### config.mk
export PLATFORM = sky130hd
export DESIGN_NAME = sc_seqgen_engine_flat
export DESIGN_NICKNAME = d
export VERILOG_FILES = /design/src/rtl/sc_seqgen_engine_if.sv /design/src/rtl/sc_seqgen_engine.sv /design/src/flat_wrapper.sv
export SDC_FILE = /design/constraint.sdc
export NUM_CORES = 1
export LEC_CHECK = 0
export ABC_AREA = 1
export ABC_CLOCK_PERIOD_IN_PS = 2500
export BUFFER_PORTS_ARGS = -buffer_cell sky130_fd_sc_hd__buf_2
export CORE_MARGIN = 10
export CORE_UTILIZATION = 25
export DETAILED_ROUTE_END_ITERATION = 10
export HOLD_SLACK_MARGIN = 0.02
export PLACE_DENSITY = 0.43
export SLEW_MARGIN = 20
export SYNTH_ARGS = -nofsm -noshare
export SYNTH_HDL_FRONTEND = slang
export SYNTH_SLANG_ARGS = --single-unit
### constraint.sdc
create_clock -name SC_SEQGEN_CLOCK_50 -period 2.5 [get_ports SC_SEQGEN_CLOCK_50]
set_input_delay 0.5 -clock SC_SEQGEN_CLOCK_50 [delete_from_list [all_inputs] [get_ports SC_SEQGEN_CLOCK_50]]
set_output_delay 0.5 -clock SC_SEQGEN_CLOCK_50 [all_outputs]
set_load 0.01 [all_outputs]
### src/rtl/sc_seqgen_engine_if.sv
// sc_seqgen_engine_if: term stream between the sequence engine and its consumer.
// Ports: master drives data/index/valid and reads ready; slave is the mirror image.
interface sc_seqgen_engine_if #(
   parameter int DATAWIDTH_BUS   = 8,
   parameter int DATAWIDTH_COUNT = 6
);
   logic [DATAWIDTH_BUS-1:0]   SC_SEQGEN_data_OutBUS;
   logic                       SC_SEQGEN_valid_OutHigh;
   logic [DATAWIDTH_COUNT-1:0] SC_SEQGEN_index_OutBUS;
   logic                       SC_SEQGEN_ready_InHigh;

   modport master (
      output SC_SEQGEN_data_OutBUS,
      output SC_SEQGEN_valid_OutHigh,
      output SC_SEQGEN_index_OutBUS,
      input  SC_SEQGEN_ready_InHigh
   );

   modport slave (
      input  SC_SEQGEN_data_OutBUS,
      input  SC_SEQGEN_valid_OutHigh,
      input  SC_SEQGEN_index_OutBUS,
      output SC_SEQGEN_ready_InHigh
   );
endinterface

### src/rtl/sc_seqgen_engine.sv
// sc_seqgen_engine: additive recurrence generator (next = A + B) on a valid/ready stream.
// Ports: clock, async reset, start/abort, mode/seeds/count setup, seqStream term stream,
//        busy, done pulse, sticky overflow flag.
module sc_seqgen_engine #(
   parameter int DATAWIDTH_BUS   = 8,
   parameter int DATAWIDTH_COUNT = 6,
   parameter int DATAWIDTH_MODE  = 2
) (
   input  logic                       SC_SEQGEN_CLOCK_50,
   input  logic                       SC_SEQGEN_RESET_InHigh,
   input  logic                       SC_SEQGEN_start_InHigh,
   input  logic                       SC_SEQGEN_abort_InHigh,
   input  logic [DATAWIDTH_MODE-1:0]  SC_SEQGEN_mode_InBUS,
   input  logic [DATAWIDTH_BUS-1:0]   SC_SEQGEN_seed0_InBUS,
   input  logic [DATAWIDTH_BUS-1:0]   SC_SEQGEN_seed1_InBUS,
   input  logic [DATAWIDTH_COUNT-1:0] SC_SEQGEN_count_InBUS,
   sc_seqgen_engine_if.master         seqStream,
   output logic                       SC_SEQGEN_busy_OutHigh,
   output logic                       SC_SEQGEN_done_OutHigh,
   output logic                       SC_SEQGEN_overflow_OutHigh
);
   typedef enum logic [1:0] {
      STATE_IDLE,
      STATE_EMIT,
      STATE_DONE
   } state_t;

   localparam logic [DATAWIDTH_COUNT:0] COUNT_ONE = 1;

   state_t stateReg;
   state_t stateNext;

   logic [DATAWIDTH_BUS-1:0]   termA;
   logic [DATAWIDTH_BUS-1:0]   termB;
   logic                       termBOvf;
   logic [DATAWIDTH_COUNT-1:0] termIndex;
   logic [DATAWIDTH_COUNT-1:0] termCount;
   logic                       overflowReg;

   logic [DATAWIDTH_BUS:0]     termSum;
   logic [DATAWIDTH_BUS-1:0]   seedA;
   logic [DATAWIDTH_BUS-1:0]   seedB;
   logic                       startAccept;
   logic                       handshake;
   logic                       lastTerm;

   // One extra bit so the MSB is the carry out of A + B.
   assign termSum = {1'b0, termA} + {1'b0, termB};

   // Compared one bit wider so index+1 cannot wrap onto N.
   assign lastTerm = ({1'b0, termIndex} + COUNT_ONE) == {1'b0, termCount};

   assign startAccept = (stateReg == STATE_IDLE) && SC_SEQGEN_start_InHigh
                        && !SC_SEQGEN_abort_InHigh;
   assign handshake   = (stateReg == STATE_EMIT) && seqStream.SC_SEQGEN_ready_InHigh
                        && !SC_SEQGEN_abort_InHigh;

   // Reserved mode falls back to Fibonacci seeds.
   always_comb begin
      seedA = '0;
      seedB = DATAWIDTH_BUS'(1);
      case (SC_SEQGEN_mode_InBUS)
         DATAWIDTH_MODE'(1): begin
            seedA = DATAWIDTH_BUS'(2);
            seedB = DATAWIDTH_BUS'(1);
         end
         DATAWIDTH_MODE'(2): begin
            seedA = SC_SEQGEN_seed0_InBUS;
            seedB = SC_SEQGEN_seed1_InBUS;
         end
         default: ;
      endcase
   end

   always_ff @(posedge SC_SEQGEN_CLOCK_50 or posedge SC_SEQGEN_RESET_InHigh) begin
      if (SC_SEQGEN_RESET_InHigh) begin
         stateReg <= STATE_IDLE;
      end else begin
         stateReg <= stateNext;
      end
   end

   always_comb begin
      stateNext = stateReg;
      unique case (stateReg)
         STATE_IDLE: begin
            if (startAccept) begin
               stateNext = (SC_SEQGEN_count_InBUS == '0) ? STATE_DONE : STATE_EMIT;
            end
         end
         STATE_EMIT: begin
            if (SC_SEQGEN_abort_InHigh) begin
               stateNext = STATE_IDLE;
            end else if (handshake && (lastTerm || termBOvf)) begin
               stateNext = STATE_DONE;
            end
         end
         STATE_DONE: stateNext = STATE_IDLE;
         default:    stateNext = STATE_IDLE;
      endcase
   end

   always_comb begin
      seqStream.SC_SEQGEN_valid_OutHigh = (stateReg == STATE_EMIT);
      SC_SEQGEN_busy_OutHigh            = (stateReg != STATE_IDLE);
      SC_SEQGEN_done_OutHigh            = (stateReg == STATE_DONE);
   end

   // termBOvf marks B itself as unrepresentable, so the run ends
   // before B would ever be presented as a term.
   always_ff @(posedge SC_SEQGEN_CLOCK_50 or posedge SC_SEQGEN_RESET_InHigh) begin
      if (SC_SEQGEN_RESET_InHigh) begin
         termA       <= '0;
         termB       <= '0;
         termBOvf    <= 1'b0;
         termIndex   <= '0;
         termCount   <= '0;
         overflowReg <= 1'b0;
      end else if (startAccept) begin
         termA       <= seedA;
         termB       <= seedB;
         termBOvf    <= 1'b0;
         termIndex   <= '0;
         termCount   <= SC_SEQGEN_count_InBUS;
         overflowReg <= 1'b0;
      end else if (handshake && !lastTerm) begin
         if (termBOvf) begin
            overflowReg <= 1'b1;
         end else begin
            termA     <= termB;
            termB     <= termSum[DATAWIDTH_BUS-1:0];
            termBOvf  <= termSum[DATAWIDTH_BUS];
            termIndex <= termIndex + DATAWIDTH_COUNT'(1);
         end
      end
   end

   assign seqStream.SC_SEQGEN_data_OutBUS  = termA;
   assign seqStream.SC_SEQGEN_index_OutBUS = termIndex;
   assign SC_SEQGEN_overflow_OutHigh       = overflowReg;
endmodule

### src/flat_wrapper.sv
// flat-port wrapper written by rule: the top's interface ports become plain ports
module sc_seqgen_engine_flat 
#(
   parameter int DATAWIDTH_BUS   = 8,
   parameter int DATAWIDTH_COUNT = 6,
   parameter int DATAWIDTH_MODE  = 2
)
  (SC_SEQGEN_CLOCK_50, SC_SEQGEN_RESET_InHigh, SC_SEQGEN_start_InHigh, SC_SEQGEN_abort_InHigh, SC_SEQGEN_mode_InBUS, SC_SEQGEN_seed0_InBUS, SC_SEQGEN_seed1_InBUS, SC_SEQGEN_count_InBUS, SC_SEQGEN_busy_OutHigh, SC_SEQGEN_done_OutHigh, SC_SEQGEN_overflow_OutHigh, seqStream_SC_SEQGEN_data_OutBUS, seqStream_SC_SEQGEN_valid_OutHigh, seqStream_SC_SEQGEN_index_OutBUS, seqStream_SC_SEQGEN_ready_InHigh);
  sc_seqgen_engine_if #(.DATAWIDTH_BUS(DATAWIDTH_BUS), .DATAWIDTH_COUNT(DATAWIDTH_COUNT)) seqStream_i ();
  input  logic SC_SEQGEN_CLOCK_50;
  input  logic SC_SEQGEN_RESET_InHigh;
  input  logic SC_SEQGEN_start_InHigh;
  input  logic SC_SEQGEN_abort_InHigh;
  input  logic [DATAWIDTH_MODE-1:0] SC_SEQGEN_mode_InBUS;
  input  logic [DATAWIDTH_BUS-1:0] SC_SEQGEN_seed0_InBUS;
  input  logic [DATAWIDTH_BUS-1:0] SC_SEQGEN_seed1_InBUS;
  input  logic [DATAWIDTH_COUNT-1:0] SC_SEQGEN_count_InBUS;
  output logic SC_SEQGEN_busy_OutHigh;
  output logic SC_SEQGEN_done_OutHigh;
  output logic SC_SEQGEN_overflow_OutHigh;
  output wire logic [$bits(seqStream_i.SC_SEQGEN_data_OutBUS)-1:0] seqStream_SC_SEQGEN_data_OutBUS;
  output wire logic [$bits(seqStream_i.SC_SEQGEN_valid_OutHigh)-1:0] seqStream_SC_SEQGEN_valid_OutHigh;
  output wire logic [$bits(seqStream_i.SC_SEQGEN_index_OutBUS)-1:0] seqStream_SC_SEQGEN_index_OutBUS;
  input wire logic [$bits(seqStream_i.SC_SEQGEN_ready_InHigh)-1:0] seqStream_SC_SEQGEN_ready_InHigh;
  assign seqStream_SC_SEQGEN_data_OutBUS = seqStream_i.SC_SEQGEN_data_OutBUS;
  assign seqStream_SC_SEQGEN_valid_OutHigh = seqStream_i.SC_SEQGEN_valid_OutHigh;
  assign seqStream_SC_SEQGEN_index_OutBUS = seqStream_i.SC_SEQGEN_index_OutBUS;
  assign seqStream_i.SC_SEQGEN_ready_InHigh = seqStream_SC_SEQGEN_ready_InHigh;
  sc_seqgen_engine #(.DATAWIDTH_BUS(DATAWIDTH_BUS), .DATAWIDTH_COUNT(DATAWIDTH_COUNT), .DATAWIDTH_MODE(DATAWIDTH_MODE)) u_core (.SC_SEQGEN_CLOCK_50(SC_SEQGEN_CLOCK_50), .SC_SEQGEN_RESET_InHigh(SC_SEQGEN_RESET_InHigh), .SC_SEQGEN_start_InHigh(SC_SEQGEN_start_InHigh), .SC_SEQGEN_abort_InHigh(SC_SEQGEN_abort_InHigh), .SC_SEQGEN_mode_InBUS(SC_SEQGEN_mode_InBUS), .SC_SEQGEN_seed0_InBUS(SC_SEQGEN_seed0_InBUS), .SC_SEQGEN_seed1_InBUS(SC_SEQGEN_seed1_InBUS), .SC_SEQGEN_count_InBUS(SC_SEQGEN_count_InBUS), .seqStream(seqStream_i), .SC_SEQGEN_busy_OutHigh(SC_SEQGEN_busy_OutHigh), .SC_SEQGEN_done_OutHigh(SC_SEQGEN_done_OutHigh), .SC_SEQGEN_overflow_OutHigh(SC_SEQGEN_overflow_OutHigh));
endmodule
== Word level (Yosys, flattened, before mapping) ==
Cells that the tools add are included.

* Equality and inequality tests: 8
* Add/subtract/negate cells: 3
* Multiplexer cells: 22
* Reductions and logical operators: 17

{| class="wikitable"
|+ Operators by type and width
! kind !! number
|-
| $mux 8 || 7
|-
| $mux 6 || 3
|-
| $pmux 8 s2 || 1
|-
| $add 8x8->9 || 1
|-
| $mux 2 || 4
|-
| $add 6x1->7 const B || 1
|-
| $eq 7x6->1 || 1
|-
| $add 6x1->6 const B || 1
|-
| $logic_and 1x1->1 || 6
|-
| $logic_not 6->1 || 1
|-
| $mux 1 || 6
|-
| $reduce_and 2->1 || 3
|-
| $reduce_bool 2->1 || 3
|-
| $eq 2x1->1 const B || 2
|-
| $eq 2x2->1 const B || 2
|-
| $pmux 2 s2 || 1
|-
| $ne 3x2->1 const B || 1
|-
| $logic_not 1->1 || 2
|-
| $logic_not 2->1 || 1
|-
| $ne 2x1->1 const B || 1
|-
| $ne 2x2->1 const B || 1
|-
| $logic_or 1x1->1 || 1
|}

* Bits in registers: 32
* Word-level logic and storage cells: 57

== Logic depth before layout (Yosys ltp) ==
Gate-level depths: netlist of the first run.

* Depth after elaboration: 7
* Depth in mapped cells: 14
* Depth with buffers taken out: 14

== Least setup slack after synthesis of the first run ==
Ideal clock, no wire load.

* Path type: register to register
* Start: register u_core.termIndex[0] (netlist: u_core.seqStream.SC_SEQGEN_index_OutBUS[0])
* End: register u_core.termB[6]
* Path slack: 0.674 ns
* Period minus slack after synthesis: 1.826 ns
* Stages on the path, launching flop included: 15
* Library setup time: 0.117 ns
* Path buffers: 1
* Arrival: 1.709 ns
* Cells stage by stage: dfrtp_1 > ha_1 > nand2_1 > inv_2 > nand2_1 > nand2_1 > nand2_1 > nand2_2 > nor2_4 > nand3_4 > nand3_4 > nand2_4 > buf_6 > nand2_2 > o21ai_2

* Longest elaborated chain between the ends: 6

{| class="wikitable"
|+ Ends and longest elaborated chain
! what !! RTL line !! source
|-
| start, declared || sc_seqgen_engine.sv:36 || <nowiki>logic [DATAWIDTH_COUNT-1:0] termIndex;</nowiki>
|-
| start signal, assigned || sc_seqgen_engine.sv:133 || <nowiki>termIndex <= termIndex + DATAWIDTH_COUNT'(1);</nowiki>
|-
| $add 6x1->7 || sc_seqgen_engine.sv:51 || <nowiki>assign lastTerm = ({1'b0, termIndex} + COUNT_ONE) == {1'b0, termCount};</nowiki>
|-
| $eq 7x6->1 || sc_seqgen_engine.sv:51 ||
|-
| $logic_not 1->1 || sc_seqgen_engine.sv:126 || <nowiki>end else if (handshake && !lastTerm) begin</nowiki>
|-
| $logic_and 1x1->1 || sc_seqgen_engine.sv:126 ||
|-
| $reduce_bool 2->1 (no source line) || - ||
|-
| $reduce_and 2->1 (no source line) || - ||
|-
| end signal, assigned || sc_seqgen_engine.sv:131 || <nowiki>termB <= termSum[DATAWIDTH_BUS-1:0];</nowiki>
|-
| end, declared || sc_seqgen_engine.sv:34 || <nowiki>logic [DATAWIDTH_BUS-1:0] termB;</nowiki>
|}

Every way passes these cells.
A chain may end at the register's enable or synchronous reset.

== Worst setup path after layout of the first run ==
* Start: register u_core.termIndex[0] (netlist: u_core.seqStream.SC_SEQGEN_index_OutBUS[0])
* End: register u_core.termB[7]

Same word-level chain as after synthesis.

==> impl_metrics.ini, run 1 <==
[cts]
clk_path_buf_depth = 2
path_clk_slew_ns = 0.07
cts_tree = built
clock_sinks = 32
cts_hold_buf = 0
clock_latency_ns = 0.28
cts-resized-gates = 0
post_cts_buffers = 0
cts_root_buf = clkbuf_8
cts-buffers-inserted = 5
htreeDepth = 2

[global_routing]
grt_pass1_vias = 1961
grt-ovfl-total = 0
grt_start_max_net_pins = 33
grt_usage_pct = 9.36
grt_first_pass_wirelength_um = 9790
antenna_found_initial = 0

[placement]
gp_congestion = 0.768
dp_hpwl_um = 4520
io_buffers = 46

[drt]
first_iter_violations = 64
routed_via_density = 4.51
via_count = 1963
firstDrtPassIters = 4
drc = 0
ant_nets = 0
route.detailed.wl_per_inst_um = 13.4
totalWireLength_um = 5830

[worst_setup_path]
arrival_ns = 2.34
crit_chain = ha_1 -> nand2_1 -> inv_2 -> nand2_1 -> nand2_1 -> nand2_1 -> nand2_2 -> nor2_4 -> nand3_4 -> nand3_4 -> nand2_4 -> nand2_1 -> nand2_1
startpoint_type = flop
cp-startpoint = u_core.seqStream.SC_SEQGEN_index_OutBUS[0]
critPathKind = reg -> reg
cp_max_fo = 22
ff2ff_setup_slack_ns = 0.32
cpMostUsedCell = nand2_1
cp_slowest_cell = dfrtp_1
max_stage_delay_ns = 0.47
crit_required_ns = 2.67
cp-end-kind = flop
reg2reg_from = u_core.seqStream.SC_SEQGEN_index_OutBUS[0]

[yosys]
syn_area_per_cell_um2 = 7.59
synthArstFlopShare_pct = 100
ys_types = 36
synth-edff-count = 0
seq_area_frac_synth_pct = 37.4
synthTopCellsByArea = dfrtp_1, nand2_1, nand3_1
netlist_top_cells_count = nand2_1, dfrtp_1, nand3_1
yosysMostFrequentCell = nand2_1
synthesis.area_um2 = 2140
synth_top_flop_cell = dfrtp_1
yosysWarnings = 0
synth_top_area_cell = dfrtp_1
synthCells = 282
syn_nets = 323
synth_top_area_share_pct = 37.4
synth-seq-cells = 32

[timing]
rsz0062_at_grt = no
fmax_mhz = 460
fin_tns_setup_ns = 0
worst_pin_slew_ns = 0.531
hold_viol_final = 0
finalCriticalPeriod_ns = 2.18
maxSlewHeadroom_pct = 64.5
setup_viol = 0
min_period_over_period_pct = 87.0
skew_ns = 0.00850
final_max_slew_viol_count = 0

[cells_and_area]
drive_gt1_share_pct = 24.8
fin_nets = 370
fillers = 933
syn_to_final_growth_pct = 19.5
num_antenna_cells = 0

[power_and_ir_drop]
power.leakage_nw = 1.36
p_per_area_nw_per_um2 = 957
power_mw = 2.45
power.ir.vdd_worst_mv = 0.311

[floorplan]
dieWidth_um = 113
die_area_um2 = 12700
io_pins = 47
core.rowCount = 33
coreArea_um2 = 8260
die_h_um = 113
start_util_pct = 25.9

[status]
status = complete, no violations

[run]
drv_cap = 0

[worst_hold_path]
min-delay-path-class = in -> async
==> per-stage QoR <==
step           cells  setup WS (ns)  util (%)  cell area, um2  hold slack, ns
2_1_floorplan    282          0.674         -            2140           0.461
3_3_place_gp     427          0.389      29.9            2470           0.495
3_5_place_dp     427          0.296      29.9            2470           0.508
4_1_cts          435          0.276      31.0            2560           0.318
5_1_grt          435         0.0992      31.0            2560           0.341
6_report         435          0.324      31.0            2560           0.303
==> final timing paths <==
kind	endpoint	cells past startpoint
min reg2reg	u_core.termCount[0]	2
max reg2reg	u_core.termB[7]	13
max in group asynchronous	u_core.seqStream.SC_SEQGEN_data_OutBUS[5]	3
min	u_core.seqStream.SC_SEQGEN_data_OutBUS[4]	3
min in group SC_SEQGEN_CLOCK_50	u_core.termCount[0]	3
max	u_core.termB[7]	13
==> layout make-up <==
class,instances,area [um2],area share (%)
inverters,31,116,4.55
well taps,105,131,5.14
clock buffers,8,90.1,3.52
multi-input cells,210,1170,45.6
flip-flops and latches,32,801,31.3
repair buffers,49,253,9.88
==> metal layers <==
layer / GRT usage (%) / part of all wire (%)
met4: 2.79 / 0.93
met3: 2.72 / 4.3
met1: 12.2 / 48
met2: 14.6 / 47
met5: 0 / 0
==> layout by cell type (no fill, tap or decap), types with 2 or more instances in the layout <==
| cell | Yosys | routed |
|---|---|---|
| o21ai_2 | 7 | 7 |
| nand2_2 | 5 | 5 |
| nand3_1 | 31 | 31 |
| clkbuf_1 | 3 | 2 |
| a32o_1 | 2 | 2 |
| inv_2 | 7 | 7 |
| xnor2_1 | 2 | 2 |
| o21ai_1 | 4 | 4 |
| clkbuf_8 | 0 | 6 |
| nand2_1 | 92 | 92 |
| buf_4 | 1 | 3 |
| nand3_4 | 2 | 2 |
| inv_1 | 24 | 24 |
| xor2_1 | 2 | 2 |
| nor3_1 | 2 | 2 |
| a22o_1 | 3 | 3 |
| a21oi_1 | 6 | 6 |
| ha_1 | 11 | 11 |
| nor2_1 | 8 | 8 |
| o21ai_0 | 14 | 14 |
| buf_2 | 3 | 46 |
| nand4_1 | 5 | 5 |
| nor2_4 | 2 | 2 |
| dfrtp_1 | 32 | 32 |
==> power by group <==
group / switching [mW] / internal, mW / leakage, nW
Clock: 0.194 / 0.225 / 0.0455
Combinational: 0.688 / 0.503 / 0.899
Sequential: 0.150 / 0.687 / 0.418
==> critical path, delay by kind of cell, from the launching register on <==
| family | cells | cell delay [ns] |
|---|---|---|
| DFF | 1 | 0.47 |
| buffers and inverters | 1 | 0.05 |
| and+or+nand+nor | 11 | 1.28 |
| adders and majority gates | 1 | 0.27 |
==> sequential cells by signal, indices dropped and copies added (netlist names) <==
signal / flops
u_core.termBOvf: 1
u_core.seqStream.SC_SEQGEN_index_OutBUS: 6
u_core.termCount: 6
u_core.seqStream.SC_SEQGEN_data_OutBUS: 8
u_core.stateReg: 2
u_core.SC_SEQGEN_overflow_OutHigh: 1
u_core.termB: 8
==> logic make-up after synthesis <==
family,after synthesis,share of synthesized area (%)
buffers and inverters,40,8.07
adder cells (fa/ha/maj),12,7.37
flip-flops,32,37.4
AND/OR/NAND/NOR,153,33.1
AO/OA/AOI/OAI,41,12.4
XOR/XNOR,4,1.64
No activity file was read; power rests on OpenSTA's default activity.
==> inputs of run 2 (changes only) <==
--- a/config.mk
+++ b/config.mk
@@ -12,6 +12,7 @@
 export CORE_UTILIZATION = 25
 export DETAILED_ROUTE_END_ITERATION = 10
 export HOLD_SLACK_MARGIN = 0.02
+export MAX_ROUTING_LAYER = met4
 export PLACE_DENSITY = 0.43
 export SLEW_MARGIN = 20
 export SYNTH_ARGS = -nofsm -noshare
==> impl_metrics.ini, run 2 (synthesis gave the netlist of run 1 again) <==
[worst_setup_path]
cp_top_family = simple AND/OR/NAND/NOR gates
crit_required_ns = 2.67
cp_max_fo = 22
crit_buf_inv = 1
startpoint_type = flop
critPathKind = reg -> reg
arrival_ns = 2.35
cpMostUsedCell = nand2_1
crit_chain = ha_1 -> nand2_1 -> inv_2 -> nand2_1 -> nand2_1 -> nand2_1 -> nand2_2 -> nor2_4 -> nand3_4 -> nand3_4 -> nand2_4 -> nand2_1 -> nand2_1
max_stage_delay_ns = 0.47
cp_slowest_cell = dfrtp_1
cp-end-kind = flop

[drt]
routed_via_density = 4.51
via_count = 1961
route.detailed.wl_per_inst_um = 13.5
totalWireLength_um = 5850
first_iter_violations = 51
drc = 0
ant_nets = 0
firstDrtPassIters = 4

[timing]
fin_tns_setup_ns = 0
maxSlewHeadroom_pct = 64.8
hold_viol_final = 0
final_max_slew_viol_count = 0
fmax_mhz = 459
rsz0062_at_grt = no
skew_ns = 0.00867
worst_pin_slew_ns = 0.528
setup_viol = 0
finalCriticalPeriod_ns = 2.18
min_period_over_period_pct = 87.2
fin_ws_ns = 0.321

[global_routing]
grt-ovfl-total = 0
grt_start_max_net_pins = 33
antenna_found_initial = 0
grt_usage_pct = 9.64
grt_pass1_vias = 1963
grt_first_pass_wirelength_um = 9800

[power_and_ir_drop]
power.leakage_nw = 1.36
p_per_area_nw_per_um2 = 957
power.ir.vdd_worst_mv = 0.312

[floorplan]
dieWidth_um = 113
io_pins = 47
die_h_um = 113
coreArea_um2 = 8260
core.rowCount = 33
die_area_um2 = 12700
start_util_pct = 25.9

[run]
drv_cap = 0

[cts]
cts_tree = built
cts_root_buf = clkbuf_8
post_cts_buffers = 0
cts_hold_buf = 0
clock_sinks = 32
clk_path_buf_depth = 2
cts-buffers-inserted = 5
path_clk_slew_ns = 0.07
clock_latency_ns = 0.28
htreeDepth = 2
cts-resized-gates = 0

[cells_and_area]
final_cell_mix = nand2_1, buf_2, dfrtp_1
syn_to_final_growth_pct = 19.5
finalInstanceArea_um2 = 2560
fin_nets = 370
final_common_cell = nand2_1
drive_gt1_share_pct = 24.8
num_antenna_cells = 0

[placement]
io_buffers = 46
place_ws_ns = 0.296
place_area_um2 = 2470
gp_congestion = 0.778
dp_hpwl_um = 4520

[status]
status = complete, no violations

[worst_hold_path]
min-delay-path-class = in -> async
==> run 2: cell counts in the layout (fill, tap and decap cells not counted) <==
Identical to the previous run, type by type.
==> run 2: through the flow <==
step | hold WS, ns | power [mW] | utilization [%] | std cells
2_1_floorplan | 0.461 | 1.75 | - | 282
3_3_place_gp | 0.495 | 2.05 | 29.9 | 427
3_5_place_dp | 0.508 | 2.06 | 29.9 | 427
4_1_cts | 0.318 | 2.49 | 31.0 | 435
5_1_grt | 0.341 | 2.69 | 31.0 | 435
6_report | 0.303 | 2.45 | 31.0 | 435
==> run 2: worst paths after layout <==
check	slack, ns	depth (start not counted)	end	from
max in group asynchronous	1.88	3	u_core.seqStream.SC_SEQGEN_data_OutBUS[5]	SC_SEQGEN_RESET_InHigh
hold / removal	0.30	3	u_core.seqStream.SC_SEQGEN_data_OutBUS[4]	SC_SEQGEN_RESET_InHigh
min in group SC_SEQGEN_CLOCK_50	0.43	3	u_core.termCount[0]	SC_SEQGEN_count_InBUS[0]
hold reg to reg	0.51	2	u_core.termCount[0]	u_core.termCount[0]
setup reg to reg	0.32	13	u_core.termB[7]	u_core.seqStream.SC_SEQGEN_index_OutBUS[0]
setup / recovery	0.32	13	u_core.termB[7]	u_core.seqStream.SC_SEQGEN_index_OutBUS[0]
==> run 2: layer usage <==
| layer | global-route usage (%) | share of wire [%] | vias up |
|---|---|---|---|
| met2 | 14.6 | 47 | 31 |
| met4 | 2.79 | 0.94 | 0 |
| li1 | - | - | 1019 |
| met3 | 2.29 | 3.0 | 5 |
| met5 | - | 0 | - |
| met1 | 12.4 | 49 | 906 |
==> run 2: power breakdown <==
part           switching (mW)  internal (mW)  leakage (nW)  total, mW
Clock                   0.194          0.225        0.0455      0.419
Sequential              0.149          0.687         0.418      0.836
Combinational           0.690          0.503         0.899       1.19
Total                    1.03           1.42          1.36       2.45
==> run 2: area by class of cell <==
type / count / area [um2]
multi-input combinational: 210 / 1170
sequential: 32 / 801
tap: 105 / 131
fill: 933 / 5700
inverter: 31 / 116
clock buffer: 8 / 90.1
timing repair buffer: 49 / 253
==> run 2: worst register-to-register path: stages (launching register included) <==
cell and delay (ns):
dfrtp_1 0.47, ha_1 0.27, nand2_1 0.09, inv_2 0.05, nand2_1 0.08, nand2_1 0.08
nand2_1 0.08, nand2_2 0.06, nor2_4 0.12, nand3_4 0.10, nand3_4 0.21, nand2_4 0.25
nand2_1 0.15, nand2_1 0.06
==> inputs of run 3 (changes only) <==
--- a/config.mk
+++ b/config.mk
@@ -13,7 +13,7 @@
 export DETAILED_ROUTE_END_ITERATION = 10
 export HOLD_SLACK_MARGIN = 0.02
 export MAX_ROUTING_LAYER = met4
-export PLACE_DENSITY = 0.43
+export PLACE_DENSITY = 0.46
 export SLEW_MARGIN = 20
 export SYNTH_ARGS = -nofsm -noshare
 export SYNTH_HDL_FRONTEND = slang
==> impl_metrics.ini, run 3 (synthesis gave the netlist of run 1 again) <==
[status]
status = complete, no violations

[timing]
min_period_over_period_pct = 86.7
fmax_mhz = 462
setup_viol = 0
skew_ns = 0.00892
timing.hold.ws_ns = 0.298
final_max_slew_viol_count = 0
fin_ws_ns = 0.333
rsz0062_at_grt = no
maxSlewHeadroom_pct = 62.9
hold_viol_final = 0
fin_tns_setup_ns = 0
finalCriticalPeriod_ns = 2.17
worst_pin_slew_ns = 0.556

[worst_setup_path]
cp_max_fo = 22
crit_path_end = u_core.termB[3]
cp_top_family = simple AND/OR/NAND/NOR gates
cp_slowest_cell = dfrtp_1
reg2reg_from = u_core.seqStream.SC_SEQGEN_index_OutBUS[0]
arrival_ns = 2.34
cp-end-kind = flop
reg2reg_to = u_core.termB[3]
cp-startpoint = u_core.seqStream.SC_SEQGEN_index_OutBUS[0]
cp.depth = 13
critPathKind = reg -> reg
crit_chain = ha_1 -> nand2_1 -> inv_2 -> nand2_1 -> nand2_1 -> nand2_1 -> nand2_2 -> nor2_4 -> nand3_4 -> nand3_4 -> nand2_4 -> nand2_1 -> o21ai_2
max_stage_delay_ns = 0.48
crit_required_ns = 2.67
ff2ff_setup_slack_ns = 0.33
crit_buf_inv = 1
cpMostUsedCell = nand2_1
startpoint_type = flop
ff2ff_path_depth = 13

[cts]
clock_latency_ns = 0.29
cts-resized-gates = 0
clock_sinks = 32
clk_path_buf_depth = 2
cts_hold_buf = 0
post_cts_buffers = 0
htreeDepth = 2
cts_tree = built
cts_root_buf = clkbuf_8
cts-buffers-inserted = 5
path_clk_slew_ns = 0.07

[power_and_ir_drop]
p_clk_share_pct = 17.5
power.share.combinational_pct = 48.6
switching_share_pct = 42.3
power.leakage_nw = 1.36
power.ir.vdd_worst_mv = 0.234
p_per_area_nw_per_um2 = 960
power_mw = 2.45
p_switching_mw = 1.04
power.internal_mw = 1.42
pwr-share-seq_pct = 34.0

[placement]
placed_cells = 427
place_area_um2 = 2470
io_buffers = 46
place_ws_ns = 0.322
dp_hpwl_um = 4450
gp_congestion = 0.858

[drt]
route.detailed.wl_per_inst_um = 13.2
first_iter_violations = 81
routed_via_density = 4.55
firstDrtPassIters = 4
totalWireLength_um = 5740
via_count = 1978
drc = 0
ant_nets = 0

[cells_and_area]
final_common_cell = nand2_1
final_cell_mix = nand2_1, buf_2, dfrtp_1
fillers = 941
final_util_pct = 31.0
num_antenna_cells = 0
finalInstanceArea_um2 = 2560
instances_no_fill = 435
fin_nets = 370
drive_gt1_share_pct = 24.8
syn_to_final_growth_pct = 19.5

[floorplan]
coreArea_um2 = 8260
die_h_um = 113
core.rowCount = 33
dieWidth_um = 113
io_pins = 47
start_util_pct = 25.9
die_area_um2 = 12700

[global_routing]
grt_pass1_vias = 1994
grt_start_max_net_pins = 33
antenna_found_initial = 0
grt_usage_pct = 9.46
grt-ovfl-total = 0
grt_first_pass_wirelength_um = 9750

[worst_hold_path]
min-delay-path-class = in -> async

[run]
drv_cap = 0
==> run 3: cell counts in the layout (fill, tap and decap cells not counted) <==
Identical to the previous run, type by type.
==> run 3: power groups by stage <==
| stage | logic, mW | registers, mW | clock network (mW) |
|---|---|---|---|
| finish | 1.19 | 0.833 | 0.429 |
| detailed placement | 1.21 | 0.846 | 0 |
| CTS | 1.21 | 0.837 | 0.445 |
| floorplan | 0.907 | 0.841 | 0 |
| global placement | 1.20 | 0.845 | 0 |
| global route | 1.37 | 0.863 | 0.462 |
==> run 3: worst reg2reg max path: stages, from the launching register on <==
cell and delay [ns]:
dfrtp_1 0.48, ha_1 0.28, nand2_1 0.09, inv_2 0.05, nand2_1 0.08, nand2_1 0.07, nand2_1 0.07, nand2_2 0.06
nor2_4 0.12, nand3_4 0.09, nand3_4 0.20, nand2_4 0.25, nand2_1 0.16, o21ai_2 0.06
==> run 3: final cells by class <==
cell class	count	area [um2]	area share, %
Multi-Input combinational cell	210	1170	45.6
Sequential cell	32	801	31.3
Timing Repair Buffer	49	253	9.88
Tap cell	105	131	5.14
Inverter	31	116	4.55
Clock buffer	8	90.1	3.52
==> run 3: worst min path at each step <==
stage                      startpoint                                        end  slack, ns  cells after the start
2_1_floorplan     u_core.termCount[0]                        u_core.termCount[0]       0.46                      2
3_3_place_gp      u_core.termCount[1]                        u_core.termCount[1]       0.50                      2
3_5_place_dp      u_core.termCount[1]                        u_core.termCount[1]       0.50                      2
4_1_cts        SC_SEQGEN_RESET_InHigh  u_core.seqStream.SC_SEQGEN_data_OutBUS[0]       0.31                      3
5_1_grt        SC_SEQGEN_RESET_InHigh                            u_core.termB[1]       0.35                      3
6_report       SC_SEQGEN_RESET_InHigh  u_core.seqStream.SC_SEQGEN_data_OutBUS[6]       0.30                      3
==> run 3: layer usage <==
metal | GRT usage [%] | vias to the layer above | part of all wire [%]
li1 | - | 1023 | -
met1 | 12.5 | 913 | 50
met2 | 14.0 | 37 | 46
met3 | 1.86 | 5 | 2.9
met4 | 3.30 | 0 | 1.3
met5 | - | - | 0
